==> config.mk <==
export PLATFORM = sky130hd
export DESIGN_NAME = hazard_scoreboard
export DESIGN_NICKNAME = d
export VERILOG_FILES = /design/src/rtl/hazard_pkg.sv /design/src/rtl/hazard_tag_stage.sv /design/src/rtl/hazard_scoreboard.sv
export SDC_FILE = /design/constraint.sdc
export NUM_CORES = 1
export LEC_CHECK = 0
export CAP_MARGIN = 10
export CELL_PAD_IN_SITES_DETAIL_PLACEMENT = 2
export CELL_PAD_IN_SITES_GLOBAL_PLACEMENT = 2
export CORE_ASPECT_RATIO = 1.75
export CORE_UTILIZATION = 25
export CTS_BUF_LIST = sky130_fd_sc_hd__clkbuf_16
export DETAILED_ROUTE_END_ITERATION = 10
export PLACE_DENSITY_LB_ADDON = 0.12
export SLEW_MARGIN = 30
export SYNTH_ARGS = -nofsm -noshare
export SYNTH_HDL_FRONTEND = slang
export SYNTH_SLANG_ARGS = --single-unit
==> constraint.sdc <==
create_clock -name clk -period 1.5 [get_ports clk]
set_input_delay 0.15 -clock clk [delete_from_list [all_inputs] [get_ports clk]]
set_output_delay 0.15 -clock clk [all_outputs]
set_load 0.03 [all_outputs]
==> src/rtl/hazard_pkg.sv <==
// Shared types and constants for the hazard scoreboard: forward-select codes,
// the PC register number and the shadow stage-tag record.
package hazard_pkg;

  localparam logic [1:0] FWD_RF = 2'b00;
  localparam logic [1:0] FWD_W  = 2'b01;
  localparam logic [1:0] FWD_M  = 2'b10;

  localparam int PC_REG = 15;

  // Tag register-number field is sized for the widest core we build; narrower
  // register files zero-extend into it.
  localparam int TAG_AW_MAX = 8;

  typedef struct packed {
    logic                  regwrite;
    logic                  memtoreg;
    logic                  pcsrc;
    logic [TAG_AW_MAX-1:0] wa;
  } stage_tag_t;

endpackage

==> src/rtl/hazard_tag_stage.sv <==
// One shadow pipeline tag register: hold keeps the current tag, bubble loads
// all-zero, otherwise the upstream tag is captured.
module hazard_tag_stage
  import hazard_pkg::*;
#(
  parameter int W = $bits(stage_tag_t)
) (
  input  logic         clk,
  input  logic         reset,
  input  logic         hold_i,
  input  logic         bubble_i,
  input  logic [W-1:0] d_i,
  output logic [W-1:0] q_o
);

  logic [W-1:0] tag_q;
  logic [W-1:0] tag_d;

  always_comb begin
    tag_d = d_i;
    if (hold_i)        tag_d = tag_q;
    else if (bubble_i) tag_d = '0;
  end

  always_ff @(posedge clk or posedge reset) begin
    if (reset) tag_q <= '0;
    else       tag_q <= tag_d;
  end

  assign q_o = tag_q;

endmodule

==> src/rtl/hazard_scoreboard.sv <==
// Hazard/forwarding unit with shadow E/M/W destination tags, multi-cycle EX
// handshake and PC-write tracking. Define HAZARD_PERF_CNT_EN for stall/flush counters.
module hazard_scoreboard
  import hazard_pkg::*;
#(
  parameter int NSRC   = 3,
  parameter int REG_AW = 4,
  parameter int CNT_W  = 16
) (
  input  logic                   clk,
  input  logic                   reset,
  input  logic [NSRC*REG_AW-1:0] ra_d,
  input  logic [NSRC-1:0]        rv_d,
  input  logic [REG_AW-1:0]      wa_d,
  input  logic                   regwrite_d,
  input  logic                   memtoreg_d,
  input  logic                   pcsrc_d,
  input  logic                   branch_taken_e,
  input  logic                   ex_busy,
  output logic [NSRC*2-1:0]      fwd_e,
  output logic                   stall_f,
  output logic                   stall_d,
  output logic                   stall_e,
  output logic                   flush_d,
  output logic                   flush_e,
  output logic [CNT_W-1:0]       stall_cycles,
  output logic [CNT_W-1:0]       flush_cycles
);

  localparam int TAG_W = $bits(stage_tag_t);
  localparam int E_W   = TAG_W + NSRC*REG_AW + NSRC;

  stage_tag_t               tag_in_d;
  stage_tag_t               tag_e;
  stage_tag_t               tag_m;
  stage_tag_t               tag_w;
  logic [E_W-1:0]           e_q;
  logic [NSRC*REG_AW-1:0]   ra_e;
  logic [NSRC-1:0]          rv_e;
  logic                     ld_match;
  logic                     ldrstall;
  logic                     pcwp;
  logic                     stall_e_raw;
  logic                     flush_e_raw;
  logic                     unused_memtoreg;

  function automatic logic [1:0] fwd_sel(input logic [REG_AW-1:0] ra,
                                         input logic              rv,
                                         input stage_tag_t        m,
                                         input stage_tag_t        w);
    logic [TAG_AW_MAX-1:0] ra_x;
    ra_x = TAG_AW_MAX'(ra);
    if (!rv || ra == REG_AW'(PC_REG)) return FWD_RF;
    if (m.regwrite && m.wa == ra_x)   return FWD_M;
    if (w.regwrite && w.wa == ra_x)   return FWD_W;
    return FWD_RF;
  endfunction

  assign tag_in_d = '{regwrite: regwrite_d, memtoreg: memtoreg_d,
                      pcsrc: pcsrc_d, wa: TAG_AW_MAX'(wa_d)};

  // E carries source operands too so forwarding can be computed from the tag alone.
  hazard_tag_stage #(.W(E_W)) u_tag_e (
    .clk      (clk),
    .reset    (reset),
    .hold_i   (stall_e_raw),
    .bubble_i (flush_e_raw),
    .d_i      ({tag_in_d, ra_d, rv_d}),
    .q_o      (e_q)
  );

  assign tag_e = e_q[E_W-1 -: TAG_W];
  assign ra_e  = e_q[NSRC +: NSRC*REG_AW];
  assign rv_e  = e_q[NSRC-1:0];

  hazard_tag_stage #(.W(TAG_W)) u_tag_m (
    .clk      (clk),
    .reset    (reset),
    .hold_i   (1'b0),
    .bubble_i (stall_e_raw),
    .d_i      (tag_e),
    .q_o      (tag_m)
  );

  hazard_tag_stage #(.W(TAG_W)) u_tag_w (
    .clk      (clk),
    .reset    (reset),
    .hold_i   (1'b0),
    .bubble_i (1'b0),
    .d_i      (tag_m),
    .q_o      (tag_w)
  );

  always_comb begin
    ld_match = 1'b0;
    for (int i = 0; i < NSRC; i++) begin
      if (rv_d[i] && TAG_AW_MAX'(ra_d[i*REG_AW +: REG_AW]) == tag_e.wa) ld_match = 1'b1;
    end
  end

  assign ldrstall    = tag_e.regwrite & tag_e.memtoreg & ld_match;
  assign pcwp        = pcsrc_d | tag_e.pcsrc | tag_m.pcsrc;
  assign stall_e_raw = ex_busy;
  // A busy EX unit owns E, so a coincident branch or load-use flush is dropped.
  assign flush_e_raw = (ldrstall | branch_taken_e) & ~ex_busy;

  assign stall_f = ~reset & (ldrstall | pcwp | ex_busy);
  assign stall_d = ~reset & (ldrstall | ex_busy);
  assign stall_e = ~reset & stall_e_raw;
  assign flush_d = ~reset & (pcwp | tag_w.pcsrc | (branch_taken_e & ~ex_busy));
  assign flush_e = ~reset & flush_e_raw;

  always_comb begin
    fwd_e = '0;
    if (!reset) begin
      for (int i = 0; i < NSRC; i++) begin
        fwd_e[i*2 +: 2] = fwd_sel(ra_e[i*REG_AW +: REG_AW], rv_e[i], tag_m, tag_w);
      end
    end
  end

  assign unused_memtoreg = tag_m.memtoreg ^ tag_w.memtoreg;

`ifdef HAZARD_PERF_CNT_EN
  logic [CNT_W-1:0] stall_cnt_q, stall_cnt_d;
  logic [CNT_W-1:0] flush_cnt_q, flush_cnt_d;

  function automatic logic [CNT_W-1:0] sat_inc(input logic [CNT_W-1:0] v, input logic en);
    if (en && v != '1) return v + CNT_W'(1);
    return v;
  endfunction

  assign stall_cnt_d = sat_inc(stall_cnt_q, stall_d);
  assign flush_cnt_d = sat_inc(flush_cnt_q, flush_e);

  always_ff @(posedge clk or posedge reset) begin
    if (reset) begin
      stall_cnt_q <= '0;
      flush_cnt_q <= '0;
    end else begin
      stall_cnt_q <= stall_cnt_d;
      flush_cnt_q <= flush_cnt_d;
    end
  end

  assign stall_cycles = stall_cnt_q;
  assign flush_cycles = flush_cnt_q;
`else
  assign stall_cycles = '0;
  assign flush_cycles = '0;
`endif

endmodule

==> results list <==
* Run status: finished with violations
- The final reports fail on negative setup slack.
- The first detailed-routing pass ran for 4 iterations.
* Std-Cell Core Area: 8610 um2
- Combinational cell fraction of total power: 28.2%
- Final setup margin: -404 ps
* WS Path Type: reg2out
* # Max-Cap Violations: 0
* Post-route minimum period: 1900 ps
* Source-to-sink clock delay at the later pin of the worst-skew pair: 280 ps
- Setup repair after global routing could not meet its margin everywhere.
- Slew Limit Fails: 0
- Entering global routing, the biggest net connects 26 pins.
- After detailed routing, the number of remaining DRC violations is 0.
- Highest fanout seen on the critical path: 4
- Vias per cell: 4.45
* Area growth from synthesis to layout: 60.5%
* GRT Overall Usage: 17.7%
- Total power for the finished layout comes to 2.88 mW.
- Ys Warns: 0
- Data arrival at the endpoint of the critical path: 1750 ps
- Synthesized netlist cell count: 224
- Die Footprint: 9220 um2
* Cell type with the highest aggregate area in the netlist: dfrtp_1
- Setup TNS: -6790 ps
- VDD sags by at most 0.000586 V.
- Critical-path cell list: xor2_1, nor3_2, buf_4, a41o_1, o21a_1, buf_6
- Root Buffer: clkbuf_16
- On the final layout, the worst clock skew is 4.40 ps.
* Worst path buffer plus inverter count: 2
- Slowest library cell on the worst path: dfrtp_2
- Initial antenna violation count: 0
- In the synthesized netlist the dominant register cell turns out to be dfrtp_1.
- The worst path uses 127% of the clock period.
* Clock input transition at the sequential cells of the worst setup and hold paths: 50 ps
- Final nets: 338
- The worst setup path is captured at an output pin.
- Hold_buf cts: 0
- Violation count after the first detailed-routing iteration: 39
- The die is 126 um tall.
- In this run the static leakage power is 1.59 nW.
* Total wirelength of the detailed-routed design: 7660 um
- Hold violation total from the final report: 0
* Global placer's final weighted congestion: 0.746
- Sw Pwr: 0.902 mW
- The final route contains 1912 vias.
* Detail Route Antenna Nets: 0
- After synthesis the cells add up to 2210 um2.
* Launching element of the worst setup path: u_tag_e.q_o[18]$_DFFE_PP0N_
- The share of the Yosys chip area taken by registers is 38.6%.
- The floorplan has 45 rows.
* CP startpoint kind: flip-flop
* Flip-flop and latch count after synthesis: 34
- Antenna fix cells: 0
- The clock network is responsible for 34.0% of the overall power.
- In this run the worst hold path is classified as reg2reg.
- Clock tree from TritonCTS: done
- Broken down by cell family, the worst path's largest delay share belongs to flip-flops.
* Synth async-reset ratio: 100%
* EDFF count, synth: 0
- R2r startpoint: u_tag_e.q_o[17]$_DFFE_PP0N_
* Post-DP HPWL: 6010 um
- OpenSTA, run right after detailed placement, puts the worst setup slack at -417 ps.
- Final setup fails: 31
* Number of buffers added by the clock tree synthesis step: 5
- In this run the count of I/O pins placed on the die edge is 69.
- For this configuration, the core starts out at a cell density of 25.6%.
- In this run the most critical hold path is launched from u_tag_m.q_o[8]$_DFF_PP0_.
- Fraction of power consumed by sequential logic: 37.8%
- Switch share: 31.4%
- Summed over its instances, the top area cell type makes up 38.6% of the synthesized netlist area.
- The first global-routing pass estimated 11700 um of wire.
- Vias in the first global route: 2087
- Global routing finished with a remaining overflow of 0.
- In the final routed layout, each cell accounts on average for 17.8 um.
- Worst endpoint required time: 1350 ps
- The average instance in the mapped netlist occupies 9.85 um2.
- Fraction of layout cells with a size suffix above 1: 38.7%
- For this run, the slowest stage of the critical path takes 470 ps.
- For this design the ratio of total power to cell area is 813 nW/um2.
* Floorplan die width: 73.0 um
- H-tree depth: 2
- The netlist uses 35 different library cells.
- In the post-synthesis netlist, the biggest area contributors are dfrtp_1, buf_4, xnor2_1, xor2_1, nand2_1.
- Number of buffers on the longest clock path: 2
- Based on the critical path, the design can be clocked at up to 525 MHz.
* Clock tree sinks: 34
- The internal portion of the total power is 1.97 mW.
- Port buffering added 36 buffers.
[path summary, 6_finish.rpt]
path | endpoint | slack, ps | depth (start not counted)
worst max register to register | u_tag_e.q_o[2]$_DFFE_PP0N_ | -330 | 9
worst min-delay path | u_tag_w.q_o[8]$_DFF_PP0_ | 380 | 0
worst min register to register | u_tag_w.q_o[8]$_DFF_PP0_ | 380 | 0
min in group asynchronous | u_tag_m.q_o[8]$_DFF_PP0_ | 550 | 4
worst max-delay path | flush_e | -400 | 6
max in group asynchronous | u_tag_m.q_o[3]$_DFF_PP0_ | 540 | 4
[cell usage after synthesis, types with 2 or more instances]
master and instances:
and4_1 2, buf_4 32, clkbuf_1 5, dfrtp_1 34, mux2i_1 7, nand2_1 24, nand2b_1 12, nand3_1 9
nand4_1 3, nor2_1 2, nor2b_1 9, nor3_1 12, nor4_1 4, o31a_1 2, o31ai_1 4, o41ai_1 6
o41ai_2 5, xnor2_1 18, xor2_1 18
[sequential cells by signal, indices dropped and copies added, names as in the netlist]
name	cells
u_tag_w.q_o	6
u_tag_m.q_o	6
u_tag_e.q_o	22
[cells in the final DEF, fill, tap and decap left out, drive strengths merged, types with 2 or more instances in the layout]
cell | Yosys | final
nand2b | 12 | 12
o41ai | 11 | 11
buf | 35 | 65
nor4 | 4 | 4
dfrtp | 34 | 34
nand4 | 3 | 3
clkinv | 0 | 3
o31a | 2 | 2
conb | 1 | 32
clkbuf | 5 | 5
xor2 | 18 | 18
nand3 | 9 | 9
nand2 | 24 | 24
clkdlybuf4s50 | 0 | 23
and4 | 2 | 2
nor2 | 3 | 3
o31ai | 4 | 4
xnor2 | 18 | 18
nor2b | 9 | 9
nor3 | 13 | 13
mux2i | 7 | 7
[power groups by stage]
| stage | combinational [mW] | clock, mW | sequential, mW |
|---|---|---|---|
| final | 0.810 | 0.978 | 1.09 |
| after global routing | 0.867 | 1.03 | 1.10 |
| after CTS | 0.763 | 1.01 | 1.08 |
| after detailed placement | 0.687 | 0 | 1.09 |
| after global placement | 0.673 | 0 | 1.09 |
| after floorplan | 0.452 | 0 | 1.07 |
[worst register-to-register path: cells and delay by family (launching register included)]
| family | cells | cell delay, ps |
|---|---|---|
| XOR/XNOR | 1 | 200 |
| AND/OR/NAND/NOR | 1 | 50 |
| AO/OA/AOI/OAI | 2 | 350 |
| buffers and inverters | 5 | 640 |
| flip-flops | 1 | 490 |
[through the flow]
step           utilization [%]  area (um2)  hold WS (ps)  std cells
2_1_floorplan                -        2350           246        255
3_3_place_gp              33.7        2900           359        416
3_5_place_dp              33.7        2900           381        416
4_1_cts                   38.8        3340           392        428
5_1_grt                   41.1        3540           402        430
6_report                  41.1        3540           383        430
[layout make-up]
type | instances | area [um2]
multi-input cells | 180 | 1550
inverters | 1 | 3.75
well taps | 117 | 146
fillers | 938 | 5070
clock inverters | 3 | 11.3
flip-flops and latches | 34 | 858
clock buffers | 5 | 125
repair buffers | 90 | 843
[repair_timing]
action	4_1_cts	5_1_grt
setup endpoints to repair	33	32
pin swaps	33	11
gates cloned	0	0
endpoints found under the hold margin	0	0
gates resized for setup	55	27
setup buffers	5	4
[cell families after synthesis]
kind of cell    share of synthesized area [%]
simple gates                             20.2
buf+inv                                  12.8
xor+xnor                                 14.3
flops                                    38.6
compound gates                           10.8
mux                                      3.18
other cells                             0.170
[layer usage]
metal / share of wire (%) / GRT usage [%] / vias up
met5: 0 / 0 / -
met4: 1.6 / 6.23 / 0
met3: 2.6 / 2.16 / 6
met2: 63 / 35.8 / 51
met1: 33 / 17.3 / 963
li1: - / - / 892
Power figures use the tool's default switching activity.
